<file path="src/rtl/timer_pkg.sv">
// Shared types and helpers for the timer counter consumer.
// Gray nibble decode reference and capture FSM state type.
package timer_pkg;

    localparam int NIB_W = 4;

    typedef enum logic {CAP_IDLE, CAP_HOLD} cap_state_e;

    function automatic logic [NIB_W-1:0] gray4_to_bin(input logic [NIB_W-1:0] g);
        logic [NIB_W-1:0] b;
        b[NIB_W-1] = g[NIB_W-1];
        for (int i = NIB_W - 2; i >= 0; i--) begin
            b[i] = b[i+1] ^ g[i];
        end
        return b;
    endfunction

endpackage

</file>
<file path="src/rtl/gray4_decode.sv">
// Combinational 4-bit Gray to binary nibble decoder.
module gray4_decode
    import timer_pkg::*;
(
    input  logic [NIB_W-1:0] gray,
    output logic [NIB_W-1:0] bin
);

    assign bin[3] = gray[3];
    assign bin[2] = bin[3] ^ gray[2];
    assign bin[1] = bin[2] ^ gray[1];
    assign bin[0] = bin[1] ^ gray[0];

endmodule

</file>
<file path="src/rtl/gray_capture_decoder.sv">
// Gray count consumer: decode, epoch counter, compare pulse and
// snapshot capture handed out over a valid/ready handshake.
module gray_capture_decoder
    import timer_pkg::*;
#(
    parameter int W     = 8,
    parameter int OVF_W = 8
) (
    input  logic               clk,
    input  logic               clr,
    input  logic [W-1:0]       gray_in,
    input  logic               tc_in,
    input  logic               cmp_en,
    input  logic [W-1:0]       cmp_val,
    input  logic               cap_req,
    input  logic               rd_ready,
    output logic [W-1:0]       bin_out,
    output logic [OVF_W-1:0]   ovf_cnt,
    output logic               cmp_match,
    output logic               cap_valid,
    output logic [OVF_W+W-1:0] cap_data,
    output logic               cap_overrun
);

    logic [W-1:0] bin_dec;
    logic [W-1:0] bin_prev;
    logic         tc_q;
    cap_state_e   state;

    for (genvar i = 0; i < W / NIB_W; i++) begin : g_nib
        gray4_decode u_dec (
            .gray (gray_in[i*NIB_W +: NIB_W]),
            .bin  (bin_dec[i*NIB_W +: NIB_W])
        );
    end

    assign cap_valid = (state == CAP_HOLD);

    always_ff @(posedge clk) begin
        if (clr) begin
            bin_out   <= '0;
            bin_prev  <= '0;
            tc_q      <= 1'b0;
            ovf_cnt   <= '0;
            cmp_match <= 1'b0;
        end else begin
            bin_out   <= bin_dec;
            bin_prev  <= bin_out;
            tc_q      <= tc_in;
            if (tc_in && !tc_q)
                ovf_cnt <= ovf_cnt + 1'b1;
            // Only a fresh arrival at the compare value fires
            cmp_match <= cmp_en && (bin_out == cmp_val) && (bin_out != bin_prev);
        end
    end

    always_ff @(posedge clk) begin
        if (clr) begin
            state       <= CAP_IDLE;
            cap_data    <= '0;
            cap_overrun <= 1'b0;
        end else begin
            unique case (state)
                CAP_IDLE: begin
                    if (cap_req) begin
                        cap_data <= {ovf_cnt, bin_out};
                        state    <= CAP_HOLD;
                    end
                end
                CAP_HOLD: begin
                    if (rd_ready && cap_req) begin
                        cap_data <= {ovf_cnt, bin_out};
                    end else if (rd_ready) begin
                        state <= CAP_IDLE;
                    end else if (cap_req) begin
                        cap_overrun <= 1'b1;
                    end
                end
                default: state <= CAP_IDLE;
            endcase
        end
    end

endmodule

</file>
<file path="config.mk">
export PLATFORM = sky130hd
export DESIGN_NAME = gray_capture_decoder
export DESIGN_NICKNAME = d
export VERILOG_FILES = /design/src/rtl/timer_pkg.sv /design/src/rtl/gray4_decode.sv /design/src/rtl/gray_capture_decoder.sv
export SDC_FILE = /design/constraint.sdc
export NUM_CORES = 1
export LEC_CHECK = 0
export CORE_ASPECT_RATIO = 1.5
export CORE_MARGIN = 4
export CORE_UTILIZATION = 35
export CTS_CLUSTER_SIZE = 24
export DETAILED_ROUTE_END_ITERATION = 6
export GPL_TIMING_DRIVEN = 1
export HOLD_SLACK_MARGIN = 0.1
export PLACE_DENSITY = 0.65
export SYNTH_ARGS = -nofsm -noshare
export SYNTH_HDL_FRONTEND = slang
export SYNTH_SLANG_ARGS = --single-unit
</file>
<file path="constraint.sdc">
create_clock -name clk -period 2.1 [get_ports clk]
set_input_delay 0.315 -clock clk [delete_from_list [all_inputs] [get_ports clk]]
set_output_delay 0.315 -clock clk [all_outputs]
set_load 0.02 [all_outputs]
</file>
==> metrics.md <==
| Metric | Value |
|---|---|
| Reg-to-reg startpoint | bin_out[2] |
| Mapped Area | approximately 1700 sq um |
| Number of diodes | 0 |
| Fraction of layout instances using a drive strength above 1 | 6.30% |
| Worst setup EP type | primary output |
| Critical path required time | 1.78 ns |
| Sequential cell area | between 800 and 900 sq um |
| CTS clk-pin slew, worst paths | roughly 0.08 ns |
| Skew-Pair Late Insertion Delay | roughly 0.29 ns |
| Logic gate share of total power | 16.4% |
| Period minus WS final | 1.73 ns |
| Vias in the first global route | approximately 1.3k |
| Post-cts hold buffer count | 0 |
| Most common cell after layout, fill and taps aside | clkdlybuf4s50_1 |
| Num rows | 30 |
| DRC errors left | 0 |
| Die Area | 5940 sq um |
| Share of the yosys chip area belonging to registers | 53.0% |
| Via count | between 1k and 1.5k |
| Die Wd | 64.3 microns |
| Total core area | 4580 sq um |
| DR WL/cell | 12.9 microns |
| Filler cells | 454 |
| Final period util | 82.5% |
| Setup violators final | 0 |
| Clock Tree Buf Depth | 2 |
| Area of the multi-input gates | 736 sq um |
| # IOs | 57 |
| VDD IR max | about 360 uV |
| Outcome | finished clean |
| Unique masters post-synth | 20 |
| Placed cells | roughly 300 |
| Max Freq | 0.577 GHz |
| CP Max Fanout | 5 |
| Gr usage total | 13.8% |
| Startpoint types | flip-flop |
| # resized after CTS | 0 |
| Levels on crit path | 1 |
| Layout Cells excl Fill | 302 |
| Placer Congestion | approximately 0.72 |
| Critical path's top delay family | buffers and inverters |
| Synth-to-layout area growth | 42.9% |
| 1st-pass router iterations | 4 |
| Hold Crit Class | reg -> reg |
| Net count after synthesis | 203 |
| RSZ-0062 raised after global routing | no |
| Critical-path cell list | clkdlybuf4s50_1 |
| Nets | 261 |
| TNS Setup | 0 ns |
| Drt total wl | 3.88 mm |
| Final slew viol count | 0 |
| R2R Path End | cmp_match |
| Clock Root Buffer | clkbuf_8 |
| Initial antenna violation count | 0 |
| Critical Path AT | about 1.4 ns |
| Hold WS | 0.456 ns |
| Flop2flop setup slack | between 0.8 and 0.9 ns |
| Initial Util | a little over a third |
| DP HPWL | 2.86 mm |
| WP buf/inv | 1 |
| R2r worst-path depth | 4 |
| Avg Synthesized Cell Area | 9.24 sq um |
| Slew @ Worst Pin | 0.335 ns |
| Worst Hold Launch | cap_data[2] |
| CTS tree | built |
| Critical path class | reg -> out |
| Vias/cell | 4.48 |
| Internal | 1.24 mW |
| Flops & latches, synth | 44 |
| Total of max-cap violations | 0 |
| Part of the power in registers | 54.6% |
| Die height | ~92 microns |
| First-pass GRT wire length | 6.37 mm |
| Fin Clk Skew | 0.00329 ns |
| Overflow left after global routing | 0 |
| Slowest cell on crit path | clkdlybuf4s50_1 |
| Hold path endpoint | cap_data[2] |
| 1st-iter DRT viols | 49 |
| Slowest cell delay on critical path | roughly 0.66 ns |
| Psw | 0.431 mW |
| H-tree depth | 2 |
| CTS Buf Count | 5 |
| Most frequent cells in the layout | clkdlybuf4s50_1 (56), dfxtp_1 (44), nand2_1 (34), xor2_1 (22) |
| Pin count of the biggest net entering global routing | 28 |
| Hold Vio Cnt, Final | 0 |
| Cell leakage power | between 0.8 and 0.9 nW |
| Hold path cells | 2 |
| Setup bufs post-CTS | 0 |
| Synth Instances | between 150 and 200 |
| Port Buf Inserts | 56 |
| Final ANT Viol Nets | 0 |
| Clock Sinks | 44 |
| Net Sw Frac | between 20% and 30% |
| Clock power share | 29.1% |
| PwrDens | 704 nW/um^2 |
| Slew headroom | 77.5% |
| Synth Warn # | 0 |
## cells in the mapped netlist
cell / n / area [sq um]
a21oi_1: 17 / 85.1
nor2b_1: 12 / 75.1
dfxtp_1: 44 / 881
clkbuf_1: 5 / 18.8
nor4_1: 2 / 12.5
nand4_1: 5 / 31.3
nor2b_2: 2 / 17.5
a211oi_1: 1 / 7.51
buf_4: 1 / 7.51
mux2i_1: 1 / 10.0
nand2b_1: 1 / 6.26
buf_2: 4 / 20.0
nor4_2: 1 / 12.5
nor2_1: 17 / 63.8
nand3b_1: 1 / 7.51
xnor2_1: 7 / 61.3
and3_1: 2 / 12.5
xor2_1: 22 / 193
ha_1: 1 / 12.5
nand2_1: 34 / 128
## logic make-up (layout without fill, tap and decap cells)
| kind of cell | count (synthesis) | after routing | share of synthesized area [%] |
|---|---|---|---|
| adder cells (fa/ha/maj) | 1 | 1 | 0.752 |
| AND/OR/NAND/NOR | 77 | 77 | 22.0 |
| buffers and inverters | 10 | 68 | 2.78 |
| flip-flops | 44 | 44 | 53.0 |
| multiplexers | 1 | 1 | 0.602 |
| XOR/XNOR | 29 | 29 | 15.3 |
| AO/OA/AOI/OAI | 18 | 18 | 5.57 |
## through the flow
step	total power, mW	setup slack (ns)	area, sq um	utilization, %
finish	1.67	0.368	2380	51.9
global route	1.78	0.311	2380	51.9
CTS	1.71	0.343	2380	51.9
detailed placement	1.21	0.473	2290	50.1
global placement	1.21	0.530	2290	50.1
floorplan	1.07	0.814	1660	-
## layer usage
layer	vias up	wire length, microns	track usage [%]
met5	-	0	0
met1	614	1560	15.3
met2	44	2000	24.1
met3	6	268	4.61
met4	0	58	5.29
li1	688	-	-
## layout make-up
type / instances / area share (%)
flip-flops and latches: 44 / 37.1
well taps: 64 / 3.37
multi-input cells: 126 / 31.0
clock buffers: 5 / 2.90
clock inverters: 2 / 0.527
repair buffers: 61 / 25.2
## state kept, by name, summed over array words and instances, names as in the netlist
register	count
ovf_cnt	8
cap_overrun	1
cap_data	16
bin_prev	8
cmp_match	1
bin_out	8
cap_valid	1
tc_q	1
## power groups by stage
stage | logic, mW | registers, mW | clock network [mW]
2_1_floorplan | 0.114 | 0.961 | 0
3_3_place_gp | 0.274 | 0.935 | 0
3_5_place_dp | 0.276 | 0.935 | 0
4_1_cts | 0.278 | 0.915 | 0.516
5_1_grt | 0.296 | 0.921 | 0.559
6_report | 0.274 | 0.913 | 0.486
## how the worst max path moves through the flow
stage / startpoint / endpoint
floorplan: cap_valid / cap_data[0]
global placement: gray_in[7] / bin_out[4]
detailed placement: cmp_val[6] / cmp_match
CTS: bin_out[2] / bin_out[2]
global route: bin_out[5] / bin_out[5]
finish: bin_out[5] / bin_out[5]
Power figures use the tool's default switching activity.
